<file path="src/rtl/param_register_file.sv">
// Register file with constant read-only entries, two registered read ports and a
// sequenced clear. Define RF_BYPASS_EN to forward accepted write data to a matching read port.
module param_register_file #(
  parameter int DATA_WIDTH = 32,
  parameter int ADDR_WIDTH = 3,
  parameter logic [(2**ADDR_WIDTH)-1:0] RO_MASK = 8'h61,
  parameter logic [(2**ADDR_WIDTH)*DATA_WIDTH-1:0] RO_INIT =
    {32'h0000_0000, 32'h3727_C5AC, 32'h4000_0000, 160'h0}
) (
  input  logic                  clk,
  input  logic                  rst_n,
  input  logic [DATA_WIDTH-1:0] data_i,
  input  logic [ADDR_WIDTH-1:0] addr_wr_i,
  input  logic                  WE_i,
  input  logic [ADDR_WIDTH-1:0] addr_rda_i,
  input  logic [ADDR_WIDTH-1:0] addr_rdb_i,
  input  logic                  clr_i,
  output logic [DATA_WIDTH-1:0] RDA_o,
  output logic [DATA_WIDTH-1:0] RDB_o,
  output logic                  busy_o,
  output logic                  wr_drop_o
);

  localparam int DEPTH = 2**ADDR_WIDTH;
  localparam logic [0:0] IDLE  = 1'b0;
  localparam logic [0:0] CLEAR = 1'b1;
  localparam logic [ADDR_WIDTH-1:0] LAST_IDX = ADDR_WIDTH'(DEPTH - 1);
  localparam logic [ADDR_WIDTH-1:0] IDX_ONE  = ADDR_WIDTH'(1);

  logic [0:0]            state_r;
  logic [0:0]            state_nxt_s;
  logic [ADDR_WIDTH-1:0] idx_r;
  logic [ADDR_WIDTH-1:0] idx_nxt_s;
  logic                  wr_accept_s;
  logic                  wr_reject_s;
  logic [DATA_WIDTH-1:0] rd_a_s;
  logic [DATA_WIDTH-1:0] rd_b_s;
  logic [DATA_WIDTH-1:0] entry_s [DEPTH];

  // A write lands only in IDLE, with no clear request, on a writable entry.
  assign wr_accept_s = WE_i & (state_r == IDLE) & ~clr_i & ~RO_MASK[addr_wr_i];
  assign wr_reject_s = WE_i & ~wr_accept_s;

  // Storage: read-only entries are pure constants, writable ones are flops.
  genvar k;
  generate
    for (k = 0; k < DEPTH; k++) begin : g_entry
      if (RO_MASK[k]) begin : g_ro
        assign entry_s[k] = RO_INIT[k*DATA_WIDTH +: DATA_WIDTH];
      end else begin : g_rw
        localparam logic [ADDR_WIDTH-1:0] MY_IDX = ADDR_WIDTH'(k);
        logic [DATA_WIDTH-1:0] val_r;
        // Entry update: clear sweep and writes are mutually exclusive by state.
        always_ff @(posedge clk or negedge rst_n) begin
          if (!rst_n) begin
            val_r <= '0;
          end else if ((state_r == CLEAR) && (idx_r == MY_IDX)) begin
            val_r <= '0;
          end else if (wr_accept_s && (addr_wr_i == MY_IDX)) begin
            val_r <= data_i;
          end else begin
            val_r <= val_r;
          end
        end
        assign entry_s[k] = val_r;
      end
    end
  endgenerate

  // Clear sequencer next-state: one entry per cycle, stop after the last index.
  always_comb begin
    state_nxt_s = state_r;
    idx_nxt_s   = idx_r;
    case (state_r)
      IDLE: begin
        if (clr_i) begin
          state_nxt_s = CLEAR;
          idx_nxt_s   = '0;
        end else begin
          state_nxt_s = IDLE;
          idx_nxt_s   = idx_r;
        end
      end
      CLEAR: begin
        idx_nxt_s = idx_r + IDX_ONE;
        if (idx_r == LAST_IDX) begin
          state_nxt_s = IDLE;
        end else begin
          state_nxt_s = CLEAR;
        end
      end
      default: begin
        state_nxt_s = IDLE;
        idx_nxt_s   = '0;
      end
    endcase
  end

  // Read mux, optionally forwarding the write accepted in this same cycle.
  always_comb begin
    rd_a_s = entry_s[addr_rda_i];
    rd_b_s = entry_s[addr_rdb_i];
`ifdef RF_BYPASS_EN
    if (wr_accept_s && (addr_wr_i == addr_rda_i)) begin
      rd_a_s = data_i;
    end else begin
      rd_a_s = entry_s[addr_rda_i];
    end
    if (wr_accept_s && (addr_wr_i == addr_rdb_i)) begin
      rd_b_s = data_i;
    end else begin
      rd_b_s = entry_s[addr_rdb_i];
    end
`endif
  end

  // Sequencer state and registered outputs.
  always_ff @(posedge clk or negedge rst_n) begin
    if (!rst_n) begin
      state_r   <= IDLE;
      idx_r     <= '0;
      busy_o    <= 1'b0;
      wr_drop_o <= 1'b0;
      RDA_o     <= '0;
      RDB_o     <= '0;
    end else begin
      state_r   <= state_nxt_s;
      idx_r     <= idx_nxt_s;
      busy_o    <= (state_nxt_s == CLEAR);
      wr_drop_o <= wr_reject_s;
      RDA_o     <= rd_a_s;
      RDB_o     <= rd_b_s;
    end
  end

endmodule

</file>
<file path="config.mk">
export PLATFORM = sky130hd
export DESIGN_NAME = param_register_file
export DESIGN_NICKNAME = d
export VERILOG_FILES = /design/src/rtl/param_register_file.sv
export SDC_FILE = /design/constraint.sdc
export NUM_CORES = 1
export LEC_CHECK = 0
export CAP_MARGIN = 25
export CORE_ASPECT_RATIO = 0.75
export CORE_UTILIZATION = 35
export CTS_CLUSTER_DIAMETER = 120
export CTS_CLUSTER_SIZE = 8
export DETAILED_ROUTE_END_ITERATION = 10
export GPL_ROUTABILITY_DRIVEN = 0
export PLACE_DENSITY = 0.58
export SLEW_MARGIN = 15
export SYNTH_ARGS = -nofsm -noshare
export SYNTH_HDL_FRONTEND = slang
export SYNTH_SLANG_ARGS = --single-unit
</file>
<file path="constraint.sdc">
create_clock -name clk -period 1.3 [get_ports clk]
set_input_delay 0.195 -clock clk [delete_from_list [all_inputs] [get_ports clk]]
set_output_delay 0.195 -clock clk [all_outputs]
set_load 0.02 [all_outputs]
</file>
# == After elaboration in Yosys (flattened, before gate mapping) ==
# Memories as Yosys holds them, arrays and structs flattened.
# Cells that the tools add are included.
# W data, S select, Z words.
# classes
mux,22
eq_ne,11
magnitude_cmp,3
add_sub_neg,1
n_mul,0
shifts,0
div,0
reduce_logical,15
bitwise,10
# op_table
op,count
$mux W32,14
$bmux W32 S3,2
$eq A3 B2 Y1 const B,4
$eq A3 B3 Y1 const B,4
$logic_and A1 B1 Y1,10
$reduce_bool A2 Y1,5
$ge A4 B4 Y1 const B,2
$not A3 Y4,2
$eq A3 B1 Y1 const B,2
$pmux W3 S2,1
$and A1 B1 Y1,4
$lt A3 B4 Y1 const B,1
$not A1 Y1,4
$add A3 B1 Y3 const B,1
$mux W1,3
$mux W3,1
$ne A2 B2 Y1 const B,1
$pmux W1 S2,1
# totals
inputBits,45
register_bits,229
word_cells,73
ramBits,0
latch_bits,0
out_inout_bits,66
memories,1
mem_bits_ro,8
# mem_list
memory,depth,width,rd,rd_clocked_by_memory_dff,write_ports,line,rtl
(no name shown),8,1,1,0,0,41,assign wr_accept_s = WE_i & (state_r == IDLE) & ~clr_i & ~RO_MASK[addr_wr_i];

# == Longest topological paths before layout ==
# Gate-level depths: netlist (run 1).
# logic_depth
depth_word,7
mapped_depth,7
mapped_depth_nobuf,5

# == Worst setup path after synthesis (run 1) ==
# No wires, ideal clock.
# synth_path
path_kind,input port to flip-flop
startpoint,in addr_wr_i[0]
endpoint,reg g_entry[4].g_rw.val_r[10]
arrival_time_ns,1.394
path_stages,7
required_time_ns,1.221
slack_ns,-0.174
setup_time_ns,0.079
cell_sequence,inv_1 > ha_1 > and2b_1 > and4_1 > buf_2 > buf_4 > mux2i_1
# synth_between
elab_chain_cells,6
elab_cells_between_ends,7
# synth_rtl
item,line,rtl
start: declaration,13,"input logic [ADDR_WIDTH-1:0] addr_wr_i,"
$mem_v2 Z8 W1,n/a,
$mux W1 (not written as such),41,
$not A1 Y1,41,
$and A1 B1 Y1,41,
$logic_and A1 B1 Y1 (*),59,end else if (wr_accept_s && (addr_wr_i == MY_IDX)) begin
$reduce_bool A2 Y1 (no source line) (*),n/a,
end signal: assignment,60,val_r <= data_i;
end signal: assignment,62,val_r <= val_r;
end: declaration,52,logic [DATA_WIDTH-1:0] val_r;
# Mark *: on every way between the ends. The rest lies on a longest branch, timed or not. The select of a mux whose other input is x is not followed.
# A chain may end at the register's enable or synchronous reset.

# == Worst setup path after layout (run 1) ==
# layout_path
startpoint,reg state_r
endpoint,reg g_entry[4].g_rw.val_r[17]
# layout_between
elab_chain_cells,6
elab_cells_between_ends,8
# layout_rtl
item,line,rtl
start: declaration,30,logic [0:0] state_r;
start signal: assignment,127,state_r <= state_nxt_s;
$not A1 Y1,n/a,
$and A1 B1 Y1 (3 in series),41,
$logic_and A1 B1 Y1,59,
$reduce_bool A2 Y1 (no source line),n/a,
# Parallel ways exist; a longest one is shown, timed or not.

==> results of run 1 <==
[sequential cells by signal (all words and copies together) (netlist names)]
signal              flops
wr_drop_o               1
g_entry.g_rw.val_r    160
RDA_o                  32
idx_r                   3
state_r                 1
RDB_o                  32
[stage by stage]
step | cells | TNS (ns) | power, uW | worst slack [ns] | hold WS, ns
CTS | 1646 | -26.41 | 25790 | -0.2161 | 0.1317
detailed placement | 1576 | -149.75 | 16880 | -0.8712 | 0.07416
finish | 1664 | -27.91 | 26790 | -0.2527 | 0.1442
floorplan | 1044 | -1.425 | 13630 | -0.01486 | -0.1006
global placement | 1576 | -145.28 | 16690 | -0.8167 | 0.06901
global route | 1664 | -36.57 | 28030 | -0.2946 | 0.1653
[final timing paths]
check                                           from                         to  slack, ns
setup / recovery                             state_r  g_entry[4].g_rw.val_r[17]      -0.25
hold / removal                                 rst_n   g_entry[1].g_rw.val_r[8]       0.14
setup reg to reg                             state_r  g_entry[4].g_rw.val_r[17]      -0.25
hold reg to reg            g_entry[7].g_rw.val_r[25]  g_entry[7].g_rw.val_r[25]       0.54
max in group asynchronous                      rst_n  g_entry[2].g_rw.val_r[13]       0.53
min in group clk                       addr_rdb_i[1]                  RDB_o[17]       0.30
[what timing repair did]
action | 4_1_cts | 5_1_grt
resized for setup | 311 | 55
gates cloned | 14 | 12
pin swaps | 2 | 11
hold buffers | 1 | 0
setup buffers | 16 | 7
setup endpoints to repair | 239 | 168
endpoints found under the hold margin | 229 | 0
[power groups by stage]
stage | clock network (uW) | logic, uW | registers (uW)
after global placement | 0 | 6520 | 10200
after detailed placement | 0 | 6670 | 10200
after global routing | 8480 | 9170 | 10400
after floorplan | 0 | 3220 | 10400
after CTS | 8150 | 7560 | 10100
final | 8010 | 8630 | 10100
[worst max-delay path, stage by stage (launching register included)]
cell and delay, ns:
dfrtp_2 0.43, buf_6 0.14, nor2_4 0.08, and4_4 0.25, buf_6 0.12, buf_12 0.12
buf_16 0.12, mux2i_1 0.21
[metal layers]
metal	up-vias	GRT usage [%]	share of wire [%]
li1	4087	-	-
met1	4655	33.54	46
met2	416	34.56	43
met3	73	5.659	8.5
met4	0	6.420	2.6
met5	-	0	0
[placed cells by master, fill, tap and decap left out, types with 4 or more instances in the layout]
cell / instances
ha_4: 5
mux2_2: 30
mux2i_1: 195
a22oi_1: 14
buf_2: 69
a221oi_1: 40
dfrtp_1: 228
a32oi_1: 16
buf_12: 36
inv_1: 35
nor3b_1: 17
buf_4: 76
nor2_1: 34
nand2_4: 5
ha_1: 4
clkbuf_16: 47
a21oi_1: 33
o21ai_0: 36
clkdlybuf4s50_1: 36
or2_2: 17
nand2_1: 159
nand2_2: 18
buf_6: 14
and2_1: 18
o221ai_1: 18
buf_16: 14
[cells by family after synthesis]
| kind of cell | after synthesis | synth area share [%] |
|---|---|---|
| simple gates | 291 | 11.67 |
| flops | 229 | 51.21 |
| mux | 226 | 20.55 |
| compound gates | 164 | 10.35 |
| buf+inv | 124 | 5.098 |
| fa+ha+maj | 10 | 1.118 |
[area by class of cell]
cell class                 instances  area share [%]
multi-input combinational        691           33.56
clock buffer                      38           6.068
tap                              406           3.316
timing repair buffer             260           18.55
clock inverter                     1         0.03267
sequential                       229           37.41
inverter                          39           1.070
==> impl_metrics.py, run 1 <==
metrics = {
    "sta": {
        "finalMaxSlewViolations": 0,
        "hold_viol": 0,
        "max-slew-margin-rel_pct": 66.00,
        "finalClockSkew_ns": 0.008604,
        "setup_viol": 161,
        "max_freq_ghz": 0.6440,
        "fin_crit_ns": 1.553,
        "final.period_utilization_pct": 119.4,
        "fin_ws_ns": -0.2527,
        "tightestPinTransition_ns": 0.5099,
        "rsz0062_at_grt": "yes",
    },
    "clock_network": {
        "clock_latency_ns": 0.51,
        "cts_buffer_depth": 3,
        "htree_levels": 2,
        "cts_tree": "yes",
        "cts_sinks": 229,
        "clockRootBuffer": "clkbuf_16",
        "clk_pin_slew_ns": 0.05,
        "cts_inserted_buffers": 34,
    },
    "grt": {
        "grt_overflow": 0,
        "grt_pass1_vias": 9375,
        "grt_pass1_wl_um": 57280,
        "antenna_found_initial": 0,
        "grt_start_max_net_pins": 60,
        "track_usage_pct": 23.28,
    },
    "cells_and_area": {
        "layout-drive-gt1-share_pct": 28.06,
        "design_area_um2": 15320,
        "area_growth_pct": 36.91,
        "nFillCells": 2843,
        "n_antenna_cell": 0,
        "layout.nets": 1310,
        "multi_input_area_um2": 5141,
        "final_util_pct": 48.81,
        "regArea_um2": 5732,
    },
    "place": {
        "port_buffers": 110,
        "dp.final_hpwl_um": 21520,
        "place_area_um2": 13540,
    },
    "power": {
        "clock_power_share_pct": 29.9,
        "ir_worst_vdd_mv": 1.111,
        "power_leakage_uw": 0.007864,
        "netSwitchingFraction_pct": 33.71,
        "power_density_nw_per_um2": 1749,
        "intPower_uw": 17760,
        "seq_power_share_pct": 37.9,
        "combPwrFrac_pct": 32.2,
        "p_switching_uw": 9031,
    },
    "synth": {
        "synth_area_leaders": "dfrtp_1, mux2i_1, nand2_1, a221oi_1, mux2_2",
        "synth_area_per_cell_um2": 10.72,
        "synth-seq-cells": 229,
        "syn_inst": 1044,
        "yosysMostFrequentCell": "dfrtp_1",
        "synth.distinct_cells": 33,
        "syn_area_um2": 11190,
        "ys_async_sr_fraction_pct": 100.0,
        "yosysWarnings": 0,
        "synth_top_cells_by_count": "dfrtp_1, mux2i_1, nand2_1, a221oi_1, inv_1",
        "synth_fp_nets": 1099,
        "ys_seq_area_share_pct": 51.21,
        "synth_edf_count": 0,
        "synth_largest_area_cell": "dfrtp_1",
        "synth_top_area_share_pct": 51.21,
        "synthFlopType": "dfrtp_1",
    },
    "run": {
        "drv_cap": 0,
    },
    "detailed_routing": {
        "num_vias": 9231,
        "viasPerCell": 5.547,
        "routed_wl_um": 39880,
        "route.detailed.drc": 0,
        "ant_nets": 0,
        "drt_iter0_markers": 693,
        "wire_per_inst_um": 23.96,
        "first_pass_iters": 7,
    },
    "floorplan": {
        "die-area_um2": 32700,
        "initial_core_util_pct": 35.65,
        "io_pins": 111,
        "num_rows": 56,
        "die_h_um": 156.9,
        "die_w_um": 208.5,
        "core_um2": 31390,
    },
    "worst_setup_path": {
        "crit_arrival_ns": 1.98,
        "path_class": "reg2reg",
        "r2r_cells": 7,
        "start_kind": "register",
        "crit_path_end_kind": "register",
        "crit_path_max_fanout": 4,
        "cp.required_ns": 1.73,
    },
    "run_status": {
        "violations": "negative setup slack",
        "status": "complete, but fails checks",
    },
    "worst_hold_path": {
        "hp-class": "in2async",
    },
}
No activity file was read; power rests on OpenSTA's default activity.
==> inputs of run 2 (changes only) <==
--- a/config.mk
+++ b/config.mk
@@ -7,12 +7,12 @@
 export LEC_CHECK = 0
 export CAP_MARGIN = 25
 export CORE_ASPECT_RATIO = 0.75
-export CORE_UTILIZATION = 35
+export CORE_UTILIZATION = 42
 export CTS_CLUSTER_DIAMETER = 120
 export CTS_CLUSTER_SIZE = 8
 export DETAILED_ROUTE_END_ITERATION = 10
 export GPL_ROUTABILITY_DRIVEN = 0
-export PLACE_DENSITY = 0.58
+export PLACE_DENSITY = 0.67
 export SLEW_MARGIN = 15
 export SYNTH_ARGS = -nofsm -noshare
 export SYNTH_HDL_FRONTEND = slang
==> impl_metrics.py, run 2 (synthesized netlist as in run 1, its figures left out) <==
metrics = {
    "run_status": {
        "status": "complete, but fails checks",
        "violations": "negative setup slack",
    },
    "worst_setup_path": {
        "critical_path.most_common_cell": "buf_6",
        "crit_path_end_kind": "register",
        "crit_arrival_ns": 1.85,
        "cp_top_family": "buffers and inverters",
        "crit_path_max_fanout": 8,
        "start_kind": "register",
        "cp_cell_sequence": "buf_6, inv_4, ha_4, nand3b_1, buf_6, buf_12, nand2_1, mux2i_1",
        "cpPeakStageDelay_ns": 0.43,
        "crit_slowest_cell": "dfrtp_2",
        "path_class": "reg2reg",
        "r2r_cells": 8,
        "cp.required_ns": 1.66,
        "crit_buf_inv": 4,
        "crit_cells": 8,
    },
    "place": {
        "place_area_um2": 13580,
        "port_buffers": 110,
        "dp.final_hpwl_um": 21550,
    },
    "detailed_routing": {
        "viasPerCell": 5.967,
        "wire_per_inst_um": 24.33,
        "route.detailed.drc": 0,
        "ant_nets": 0,
        "drt_iter0_markers": 1024,
        "routed_wl_um": 38880,
        "first_pass_iters": 6,
        "num_vias": 9536,
    },
    "floorplan": {
        "core_um2": 26040,
        "io_pins": 111,
        "die-area_um2": 27310,
        "die_w_um": 190.5,
        "num_rows": 51,
        "initial_core_util_pct": 42.98,
        "die_h_um": 143.4,
    },
    "clock_network": {
        "cts_tree": "yes",
        "cts_buffer_depth": 3,
        "htree_levels": 2,
        "clockRootBuffer": "clkbuf_16",
        "cts_sinks": 229,
        "clk_pin_slew_ns": 0.05,
        "cts_inserted_buffers": 34,
        "clock_latency_ns": 0.50,
    },
    "grt": {
        "antenna_found_initial": 0,
        "grt_start_max_net_pins": 42,
        "grt_pass1_wl_um": 56240,
        "grt_overflow": 0,
        "track_usage_pct": 27.46,
        "grt_pass1_vias": 9414,
    },
    "run": {
        "drv_cap": 0,
    },
    "power": {
        "power_leakage_uw": 0.007962,
        "power.total_uw": 27220,
        "netSwitchingFraction_pct": 35.04,
        "p_switching_uw": 9537,
        "power_density_nw_per_um2": 1747,
        "combPwrFrac_pct": 33.4,
        "ir_worst_vdd_mv": 1.228,
        "seq_power_share_pct": 38.0,
        "clock_power_share_pct": 28.6,
        "intPower_uw": 17680,
    },
    "sta": {
        "rsz0062_at_grt": "yes",
        "worst_hold_slack_ns": 0.2075,
        "max-slew-margin-rel_pct": 72.50,
        "final.period_utilization_pct": 115.0,
        "max_freq_ghz": 0.6690,
        "hold_viol": 0,
        "fin_crit_ns": 1.495,
        "finalMaxSlewViolations": 0,
        "tightestPinTransition_ns": 0.4124,
        "finalClockSkew_ns": 0.01582,
        "fin_ws_ns": -0.1947,
        "setup_viol": 161,
    },
    "cells_and_area": {
        "reg_top3": "g_entry.g_rw.val_r (160), RDA_o (32), RDB_o (32)",
        "layout.nets": 1307,
        "layout_commonest_cell": "dfrtp_1",
        "most-common-layout-cells": "dfrtp_1, mux2i_1, nand2_1",
        "regMostFlops": "g_entry.g_rw.val_r",
        "area_growth_pct": 39.23,
        "design_area_um2": 15580,
        "n_antenna_cell": 0,
        "layout-drive-gt1-share_pct": 33.41,
        "largest_reg_flops": 160,
    },
    "worst_hold_path": {
        "hp-class": "in2async",
    },
}
## run 2: path summary, 6_finish.rpt
kind | from | endpoint | slack [ns]
hold / removal | rst_n | g_entry[3].g_rw.val_r[5] | 0.21
hold reg to reg | g_entry[7].g_rw.val_r[29] | g_entry[7].g_rw.val_r[29] | 0.53
max in group asynchronous | rst_n | g_entry[3].g_rw.val_r[17] | 0.52
setup / recovery | idx_r[0] | g_entry[2].g_rw.val_r[29] | -0.19
min in group clk | addr_rda_i[2] | RDA_o[22] | 0.24
setup reg to reg | idx_r[0] | g_entry[2].g_rw.val_r[29] | -0.19
## run 2: power by group through the flow
stage          combinational, uW  clock, uW  sequential, uW
4_1_cts                     7830       7850           10100
2_1_floorplan               3220          0           10400
3_3_place_gp                6480          0           10200
3_5_place_dp                6670          0           10200
6_report                    9080       7780           10400
5_1_grt                     9570       8160           10600
## run 2: layer usage
metal / share of wire (%) / up-vias / GRT usage (%)
met5: 0 / - / 0
met4: 2.4 / 0 / 7.621
met3: 9.7 / 90 / 5.983
met2: 43 / 557 / 41.07
met1: 45 / 4795 / 39.98
li1: - / 4094 / -
## run 2: what timing repair did
item,in CTS,in global routing
pin swaps,40,50
gates resized for setup,335,141
hold buffers,1,0
buffers inserted,15,6
endpoints found under the setup margin,239,191
gates cloned,15,8
endpoints found under the hold margin,211,0
## run 2: through the flow
stage / setup slack (ns) / cells / TNS (ns) / utilization (%)
final: -0.1947 / 1598 / -23.45 / 59.85
after global routing: -0.2420 / 1598 / -29.27 / 59.85
after CTS: -0.1590 / 1588 / -16.86 / 57.94
after detailed placement: -0.8030 / 1519 / -139.87 / 52.16
after global placement: -0.7575 / 1519 / -135.37 / 52.16
after floorplan: -0.01486 / 1044 / -1.425 / -
## run 2: final cells by class
cell class                 count  area (um^2)
fill                        2078        10450
sequential                   229         5733
multi-input combinational    691         5552
timing repair buffer         257         2806
clock buffer                  36        879.6
tap                          344        430.4
inverter                      39        166.4
clock inverter                 2        13.76
